<file path="src/rtl/uart_pkg.sv">
// uart_pkg: shared types and constants for the UART receiver.
//   uart_rx_state_t : receiver FSM states
//   PARITY_*        : encodings of the 2-bit parity_type input
//   OVERSAMPLE      : baud_tick pulses per serial bit
//   MID_SAMPLE      : tick index of the nominal mid-bit point
//   maj3()          : 2-of-3 majority helper
package uart_pkg;

  typedef enum logic [2:0] {
    IDLE,
    START,
    DATA,
    PARITY,
    STOP
  } uart_rx_state_t;

  localparam logic [1:0] PARITY_NONE = 2'b00;
  localparam logic [1:0] PARITY_ODD  = 2'b01;
  localparam logic [1:0] PARITY_EVEN = 2'b10;

  localparam int unsigned OVERSAMPLE = 16;
  localparam int unsigned MID_SAMPLE = 7;

  function automatic logic maj3(input logic a, input logic b, input logic c);
    return (a & b) | (a & c) | (b & c);
  endfunction

endpackage

</file>
<file path="src/rtl/uart_rx_sampler.sv">
// uart_rx_sampler: 2-flop synchronizer for the serial line plus the bit
// decision used by the receiver FSM.
// Build option: UART_RX_MAJORITY_VOTE_EN selects a 2-of-3 vote over
// tick_cnt 6, 7 and 8; otherwise the synchronized line is used directly.
//   clock, reset_n : system clock, synchronous active-low reset
//   baud_tick_i    : 16x oversampling enable
//   tick_cnt_i     : receiver's position within the current bit
//   rx_i           : raw asynchronous serial line
//   rx_sync_o      : synchronized line
//   bit_sample_o   : bit value to use at the FSM's decision tick
module uart_rx_sampler
  import uart_pkg::*;
(
  input  logic       clock,
  input  logic       reset_n,
  input  logic       baud_tick_i,
  input  logic [3:0] tick_cnt_i,
  input  logic       rx_i,
  output logic       rx_sync_o,
  output logic       bit_sample_o
);

  logic sync1_q;
  logic sync2_q;

  // Synchronizer flops reset to the idle (high) line level.
  always_ff @(posedge clock) begin
    if (!reset_n) begin
      sync1_q <= 1'b1;
      sync2_q <= 1'b1;
    end else begin
      sync1_q <= rx_i;
      sync2_q <= sync1_q;
    end
  end

  assign rx_sync_o = sync2_q;

`ifdef UART_RX_MAJORITY_VOTE_EN
  logic s6_q;
  logic s7_q;

  // Capture the two earlier votes; the third is the live value at tick 8.
  always_ff @(posedge clock) begin
    if (!reset_n) begin
      s6_q <= 1'b1;
      s7_q <= 1'b1;
    end else if (baud_tick_i) begin
      if (tick_cnt_i == 4'(MID_SAMPLE - 1)) s6_q <= sync2_q;
      if (tick_cnt_i == 4'(MID_SAMPLE))     s7_q <= sync2_q;
    end
  end

  assign bit_sample_o = maj3(s6_q, s7_q, sync2_q);
`else
  logic unused_tick;
  assign unused_tick  = ^{baud_tick_i, tick_cnt_i};
  assign bit_sample_o = sync2_q;
`endif

endmodule

</file>
<file path="src/rtl/uart_rx.sv">
// uart_rx: UART receiver with 16x oversampling, start-glitch rejection,
// optional odd/even parity and stop-bit framing check.
// Build option: UART_RX_MAJORITY_VOTE_EN (3-sample majority per bit).
//   clock, reset_n : system clock, synchronous active-low reset
//   baud_tick      : 16x baud enable; all FSM state advances on it
//   rx_in          : asynchronous serial line, idles high
//   parity_type    : 00/11 none, 01 odd, 10 even (latched at start)
//   data_out       : last received payload, LSB first on the wire
//   data_valid     : one-cycle strobe per completed frame
//   parity_error   : parity mismatch in the last frame
//   framing_error  : stop bit sampled low in the last frame
//   rx_busy        : high from start detection until frame completion
module uart_rx
  import uart_pkg::*;
#(
  parameter int unsigned DATA_BITS = 8
) (
  input  logic                 clock,
  input  logic                 reset_n,
  input  logic                 baud_tick,
  input  logic                 rx_in,
  input  logic [1:0]           parity_type,
  output logic [DATA_BITS-1:0] data_out,
  output logic                 data_valid,
  output logic                 parity_error,
  output logic                 framing_error,
  output logic                 rx_busy
);

  // Decision points; the voted build starts DATA at 10 so its first data
  // decision lands on the same tick as the single-sample build.
`ifdef UART_RX_MAJORITY_VOTE_EN
  localparam logic [3:0] START_PT  = 4'(MID_SAMPLE + 1);
  localparam logic [3:0] BIT_PT    = 4'(MID_SAMPLE + 1);
  localparam logic [3:0] DATA_INIT = 4'(MID_SAMPLE + 3);
`else
  localparam logic [3:0] START_PT  = 4'(MID_SAMPLE);
  localparam logic [3:0] BIT_PT    = 4'(OVERSAMPLE - 1);
  localparam logic [3:0] DATA_INIT = 4'd0;
`endif

  uart_rx_state_t         state_q, state_d;
  logic [3:0]             tick_cnt_q, tick_cnt_d;
  logic [2:0]             bit_cnt_q, bit_cnt_d;
  logic [DATA_BITS-1:0]   shift_q, shift_d;
  logic                   armed_q, armed_d;
  logic [1:0]             par_mode_q, par_mode_d;
  logic                   par_err_q, par_err_d;
  logic [DATA_BITS-1:0]   data_out_q, data_out_d;
  logic                   data_valid_q, data_valid_d;
  logic                   parity_error_q, parity_error_d;
  logic                   framing_error_q, framing_error_d;
  logic                   rx_busy_q, rx_busy_d;

  logic rx_sync;
  logic bit_sample;

  uart_rx_sampler u_sampler (
    .clock        (clock),
    .reset_n      (reset_n),
    .baud_tick_i  (baud_tick),
    .tick_cnt_i   (tick_cnt_q),
    .rx_i         (rx_in),
    .rx_sync_o    (rx_sync),
    .bit_sample_o (bit_sample)
  );

  // State and datapath registers.
  always_ff @(posedge clock) begin
    if (!reset_n) begin
      state_q         <= IDLE;
      tick_cnt_q      <= 4'd0;
      bit_cnt_q       <= 3'd0;
      shift_q         <= '0;
      armed_q         <= 1'b0;
      par_mode_q      <= PARITY_NONE;
      par_err_q       <= 1'b0;
      data_out_q      <= '0;
      data_valid_q    <= 1'b0;
      parity_error_q  <= 1'b0;
      framing_error_q <= 1'b0;
      rx_busy_q       <= 1'b0;
    end else begin
      state_q         <= state_d;
      tick_cnt_q      <= tick_cnt_d;
      bit_cnt_q       <= bit_cnt_d;
      shift_q         <= shift_d;
      armed_q         <= armed_d;
      par_mode_q      <= par_mode_d;
      par_err_q       <= par_err_d;
      data_out_q      <= data_out_d;
      data_valid_q    <= data_valid_d;
      parity_error_q  <= parity_error_d;
      framing_error_q <= framing_error_d;
      rx_busy_q       <= rx_busy_d;
    end
  end

  // Next-state and output logic.
  always_comb begin
    state_d         = state_q;
    tick_cnt_d      = tick_cnt_q;
    bit_cnt_d       = bit_cnt_q;
    shift_d         = shift_q;
    armed_d         = armed_q;
    par_mode_d      = par_mode_q;
    par_err_d       = par_err_q;
    data_out_d      = data_out_q;
    data_valid_d    = 1'b0;
    parity_error_d  = parity_error_q;
    framing_error_d = framing_error_q;

    if (baud_tick) begin
      case (state_q)
        IDLE: begin
          // A start edge only counts once the line has been seen high.
          if (rx_sync) begin
            armed_d = 1'b1;
          end else if (armed_q) begin
            state_d    = START;
            tick_cnt_d = 4'd0;
            par_mode_d = parity_type;
            par_err_d  = 1'b0;
            armed_d    = 1'b0;
          end
        end
        START: begin
          tick_cnt_d = tick_cnt_q + 4'd1;
          if (tick_cnt_q == START_PT) begin
            if (bit_sample) begin
              state_d    = IDLE;
              tick_cnt_d = 4'd0;
            end else begin
              state_d    = DATA;
              tick_cnt_d = DATA_INIT;
              bit_cnt_d  = 3'd0;
            end
          end
        end
        DATA: begin
          tick_cnt_d = tick_cnt_q + 4'd1;
          if (tick_cnt_q == BIT_PT) begin
            shift_d   = {bit_sample, shift_q[DATA_BITS-1:1]};
            bit_cnt_d = bit_cnt_q + 3'd1;
            if (bit_cnt_q == 3'(DATA_BITS - 1)) begin
              state_d = ((par_mode_q == PARITY_ODD) || (par_mode_q == PARITY_EVEN))
                        ? PARITY : STOP;
            end
          end
        end
        PARITY: begin
          tick_cnt_d = tick_cnt_q + 4'd1;
          if (tick_cnt_q == BIT_PT) begin
            par_err_d = ((^shift_q) ^ bit_sample) != (par_mode_q == PARITY_ODD);
            state_d   = STOP;
          end
        end
        STOP: begin
          tick_cnt_d = tick_cnt_q + 4'd1;
          if (tick_cnt_q == BIT_PT) begin
            framing_error_d = ~bit_sample;
            parity_error_d  = par_err_q;
            data_out_d      = shift_q;
            data_valid_d    = 1'b1;
            state_d         = IDLE;
            tick_cnt_d      = 4'd0;
          end
        end
        default: begin
          state_d    = IDLE;
          tick_cnt_d = 4'd0;
        end
      endcase
    end

    rx_busy_d = (state_d != IDLE);
  end

  assign data_out      = data_out_q;
  assign data_valid    = data_valid_q;
  assign parity_error  = parity_error_q;
  assign framing_error = framing_error_q;
  assign rx_busy       = rx_busy_q;

endmodule

</file>
<file path="config.mk">
export PLATFORM = sky130hd
export DESIGN_NAME = uart_rx
export DESIGN_NICKNAME = d
export VERILOG_FILES = /design/src/rtl/uart_pkg.sv /design/src/rtl/uart_rx_sampler.sv /design/src/rtl/uart_rx.sv
export SDC_FILE = /design/constraint.sdc
export NUM_CORES = 1
export LEC_CHECK = 0
export CAP_MARGIN = 20
export CORE_ASPECT_RATIO = 1.2
export CORE_UTILIZATION = 44
export CTS_CLUSTER_DIAMETER = 40
export DETAILED_ROUTE_END_ITERATION = 7
export GPL_TIMING_DRIVEN = 0
export PLACE_DENSITY_LB_ADDON = 0.25
export SLEW_MARGIN = 20
export SYNTH_ARGS = -nofsm -noshare
export SYNTH_HDL_FRONTEND = slang
export SYNTH_HIERARCHICAL = 1
export SYNTH_SLANG_ARGS = --single-unit
</file>
<file path="constraint.sdc">
create_clock -name clock -period 2.15 [get_ports clock]
set_input_delay 0.43 -clock clock [delete_from_list [all_inputs] [get_ports clock]]
set_output_delay 0.43 -clock clock [all_outputs]
set_load 0.02 [all_outputs]
</file>
Word-level counts from Yosys, hierarchy flattened
Index checks and enable logic that the tools add are counted.
W data, S select, Z words.

word-level totals
  register bits = 36
  bits of input ports = 6
  output and inout bits = 12
  logic and storage cells = 75

cells by class
  add/subtract/negate cells = 2
  equal/unequal tests = 16
  mux-type cells = 26
  bitwise logic cells = 2
  reductions and logical operators = 15

operator list
  operator               number
  $mux W3                12
  $mux W4                4
  $pmux W4 S4            1
  $pmux W3 S5            1
  $ne A2 B2 Y1 const B   6
  $reduce_and A3 Y1      4
  $reduce_and A5 Y1      2
  $reduce_xor A8 Y1      1
  $eq A3 B2 Y1 const B   2
  $eq A3 B3 Y1 const B   2
  $pmux W3 S2            1
  $mux W1                5
  $add A4 B1 Y4 const B  1
  $eq A4 B3 Y1 const B   1
  $eq A4 B4 Y1 const B   1
  $reduce_and A4 Y1      1
  $reduce_bool A2 Y1     2
  $add A3 B1 Y3 const B  1
  $eq A3 B1 Y1 const B   1
  $logic_not A3 Y1       1
  $reduce_bool A3 Y1     1
  $eq A2 B1 Y1 const B   1
  $eq A2 B2 Y1 const B   1
  $mux W2                1
  other kinds (7)        7

Logic depth before layout (Yosys ltp)
  depth in word-level cells = 8
  mapped depth = 8
  depth with buffers taken out = 7

Modules after synthesis
Netlist, hierarchy kept.

by module, submodules not included
  module           times used  cells each  area an instance (um^2)  seq. area each (um^2)
  uart_rx          1           175         1,616.6                  680.7
  uart_rx_sampler  1           5           60.1                     40.0

Worst setup path before layout
Ideal clock, no wire load.

  kind = flip-flop to flip-flop
  from = register tick_cnt_q[0]
  to = register rx_busy_q, in the netlist rx_busy
  library setup time = 0.127 ns
  arrival = 1.782 ns
  required time = 2.023 ns
  slack = 0.241 ns
  cell stages (with the launch flop) = 8
  buffers on the path = 1
  clock period less this slack = 1.909 ns
  path through = dfxtp_1 -> ha_1 -> and3_4 -> buf_6 -> and2_4 -> a32o_1 -> a41o_1 -> or3_1

between the ends
  cells in the longest elaborated chain, start to end = 5
  elaborated cells on any way between the ends = 9
  classes of those cells = eq/ne: 2; mux: 6; reduce/logical: 1

RTL lines
  element                                       line            text
  start: declaration                            uart_rx.sv:43   logic [3:0] tick_cnt_q, tick_cnt_d;
  start signal: assignment                      uart_rx.sv:85   tick_cnt_q <= tick_cnt_d;
  $eq A4 B4 Y1 or $eq A4 B3 Y1 (tied branches)  -
  $mux W3 (on tied branches)                    -
  $pmux W3 S5 (*)                               uart_rx.sv:114  case (state_q)
  $mux W3 (*)                                   uart_rx.sv:113  if (baud_tick) begin
  $reduce_bool A3 Y1 (*)                        uart_rx.sv:176  rx_busy_d = (state_d != IDLE);
  end signal: assignment                        uart_rx.sv:95   rx_busy_q <= rx_busy_d;
  end: declaration                              uart_rx.sv:53   logic rx_busy_q, rx_busy_d;

Mark *: on every way between the ends. The rest lies on a longest branch, timed or not.
A chain may end at the register's enable or synchronous reset.

Worst setup path in the final report
Ends and elaborated chain as after synthesis.

==> qor.yml <==
global_routing:
  grt_pass1_vias: 1288
  grtUsageTotal_pct: 17.9
  grt_max_degree: 12
  antenna_found_initial: 0
  met3_usage_pct: 3.92
  busiest_layer: "met2"
  grt_overflow: 0
  grt_pass1_wl_microns: 5580
  use_met1_pct: 21.1
  grtUsageMet2_pct: 28.2
setup_path:
  crit_required_ns: 2.31
  crit_family: "simple AND/OR/NAND/NOR gates"
  cpPeakStageDelay_ns: 0.35
  crit_chain: "ha_1 > and3_4 > buf_6 > and2_4 > a32o_1 > a41o_1 > or3_1"
  endpoint_kind: "flip-flop"
  critPathBufInv: 1
  start_kind: "flip-flop"
  cp_slowest_cell: "or3_1"
  r2r-start: "tick_cnt_q[0]"
  path_class: "flip-flop to flip-flop"
  cp.arrival_ns: 2.20
  crit_path_start: "tick_cnt_q[0]"
  path_max_fanout: 6
timing:
  fin_crit_sh_pct: 95.0
  maxSlewViolCount: 0
  max_freq_mhz: 489
  rsz0062_at_grt: "false"
  max_slew.worst_pin.slew_ns: 0.497
  slew_headroom_pct: 66.8
  setup_slack_ns: 0.107
  finalHoldViolations: 0
  hold_slack_ns: 0.430
  fin_skew_ns: 0.00706
  setup_violations: 0
  final.setup.tns_ns: 0
  min_period_ns: 2.04
clock_tree:
  post_cts_buffers: 0
  cts.clk_slew.worst_paths_ns: 0.08
  cts_tree: "built"
  holdBufCountCts: 0
  clock_latency_ns: 0.29
  cts_root_buffer: "clkbuf_8"
  cts_buffers: 5
  clock_sinks: 36
  h-tree-depth: 2
  clock_path_buffers: 2
floorplanning:
  initial_utilization_pct: 46.1
  fp.coreArea_sq_um: 3630
  die_y_microns: 69.6
  chipWidth_microns: 58.4
  die-area_sq_um: 4060
  ios: 18
  rows: 24
placement:
  gp_congestion: 0.816
  dp_slack_ns: -0.187
  dpl.hpwl_microns: 2370
  port_buffers: 17
detailed_routing:
  via_per_inst: 5.10
  drc: 0
  drt_iter0_markers: 36
  firstDrtPassIters: 4
  vias: 1310
  ant_nets: 0
  wire_per_inst_microns: 12.4
  wl_microns: 3180
cells_and_area:
  layout.nets: 214
  antenna_cells: 0
  drive_gt1_share_pct: 9.27
  areaGrowthSynthToFinish_pct: 19.9
run:
  maxCapViolCount: 0
synthesis:
  ys_top_cells_by_count: "dfxtp_1 (36), nor2_1 (28), mux2i_1 (20)"
  synthTopCellsByArea: "dfxtp_1 (43%), mux2i_1 (12%), nor2_1 (6.3%)"
  synth_edf_count: 0
  yosysMostFrequentCell: "dfxtp_1"
  async_reset_ff_share_pct: 0
  syn-cell-area_sq_um: 1680
  synth_top_cell_area_share_pct: 43.0
  synth_cell_types: 39
  ys_seq_area_share_pct: 43.0
  yosysTopAreaCell: "dfxtp_1"
  synth_flop_cell: "dfxtp_1"
  yosysWarningCount: 6
  avgSynthCellArea_sq_um: 9.31
  synth_fp_nets: 190
  synthCells: 180
  synth_seq_cells: 36
pwr:
  cellPowerDensity_nw_per_um2: 607
  max-vdd-ir-drop_v: 0.000481
  leakage_uw: 0.000897
outcome:
  status: "complete, no violations"
min_path:
  hp-start: "u_sampler/sync1_q"
  hp-class: "flip-flop to flip-flop"
==> through the flow <==
| stage | instance area, sq um | util [%] | power [uW] | std cells |
|---|---|---|---|---|
| after detailed placement | 1910 | 52.6 | 734 | 249 |
| final | 2010 | 55.3 | 1220 | 257 |
| after floorplan | 1680 | - | 714 | 180 |
| after global placement | 1910 | 52.6 | 733 | 249 |
| after CTS | 2010 | 55.2 | 1230 | 257 |
| after global routing | 2010 | 55.3 | 1260 | 257 |
==> flip-flops by register name (all words and copies together) (netlist names) <==
name and cells:
framing_error 1, shift_q 8, rx_busy 1, parity_error 1
state_q 3, armed_q 1, u_sampler/sync1_q 1, data_out 8
bit_cnt_q 3, par_mode_q 2, data_valid 1, par_err_q 1
u_sampler/bit_sample_o 1, tick_cnt_q 4
==> final timing paths <==
kind         slack [ns]                     end  cells after the start
min                0.43  u_sampler/bit_sample_o                      1
max                0.11                 rx_busy                      7
min reg2reg        0.43  u_sampler/bit_sample_o                      1
max reg2reg        0.11                 rx_busy                      7
==> cell type report <==
class                      count  area, sq um
multi-input combinational    126          856
timing repair buffer          17          173
fill                         339         1620
clock inverter                 1         7.51
sequential                    36          721
tap                           52         65.1
inverter                       5         18.8
buffer                        13         83.8
clock buffer                   7         86.3
==> power breakdown <==
part	switching, uW	total (uW)	internal, uW
clock	242	503	260
combinational	24.2	44.6	20.4
sequential	2.61	673	671
total	269	1220	952
==> layout by cell type, fill, tap and decap left out, drive strengths merged, types with 4 or more instances in the layout <==
cell,n
nand2,13
ha,4
dfxtp,36
clkbuf,14
buf,6
nor2,28
o21ai,6
inv,5
clkdlybuf4s50,16
a21oi,9
mux2i,20
o2111ai,4
xnor2,6
==> kinds of logic (layout without fill, tap and decap cells) <==
family,Yosys count,after routing,share of synthesized area (%)
compound gates,28,28,10.9
buf+inv,18,43,5.97
xor+xnor,9,9,5.52
simple gates,64,64,19.0
mux,21,21,12.6
flops,36,36,43.0
fa+ha+maj,4,4,2.99
==> per-layer routing <==
layer  part of all wire [%]  vias to the layer above
met4                    2.5                        0
met2                     49                       21
met5                      0                        -
met3                    3.3                        6
met1                     45                      607
li1                       -                      676
==> repair_timing <==
item / 4_1_cts / 5_1_grt
setup endpoints to repair: 0 / 5
endpoints found under the hold margin: 0 / 0
gates resized for setup: 0 / 2
Note: power is estimated with default switching activity, not from simulation.
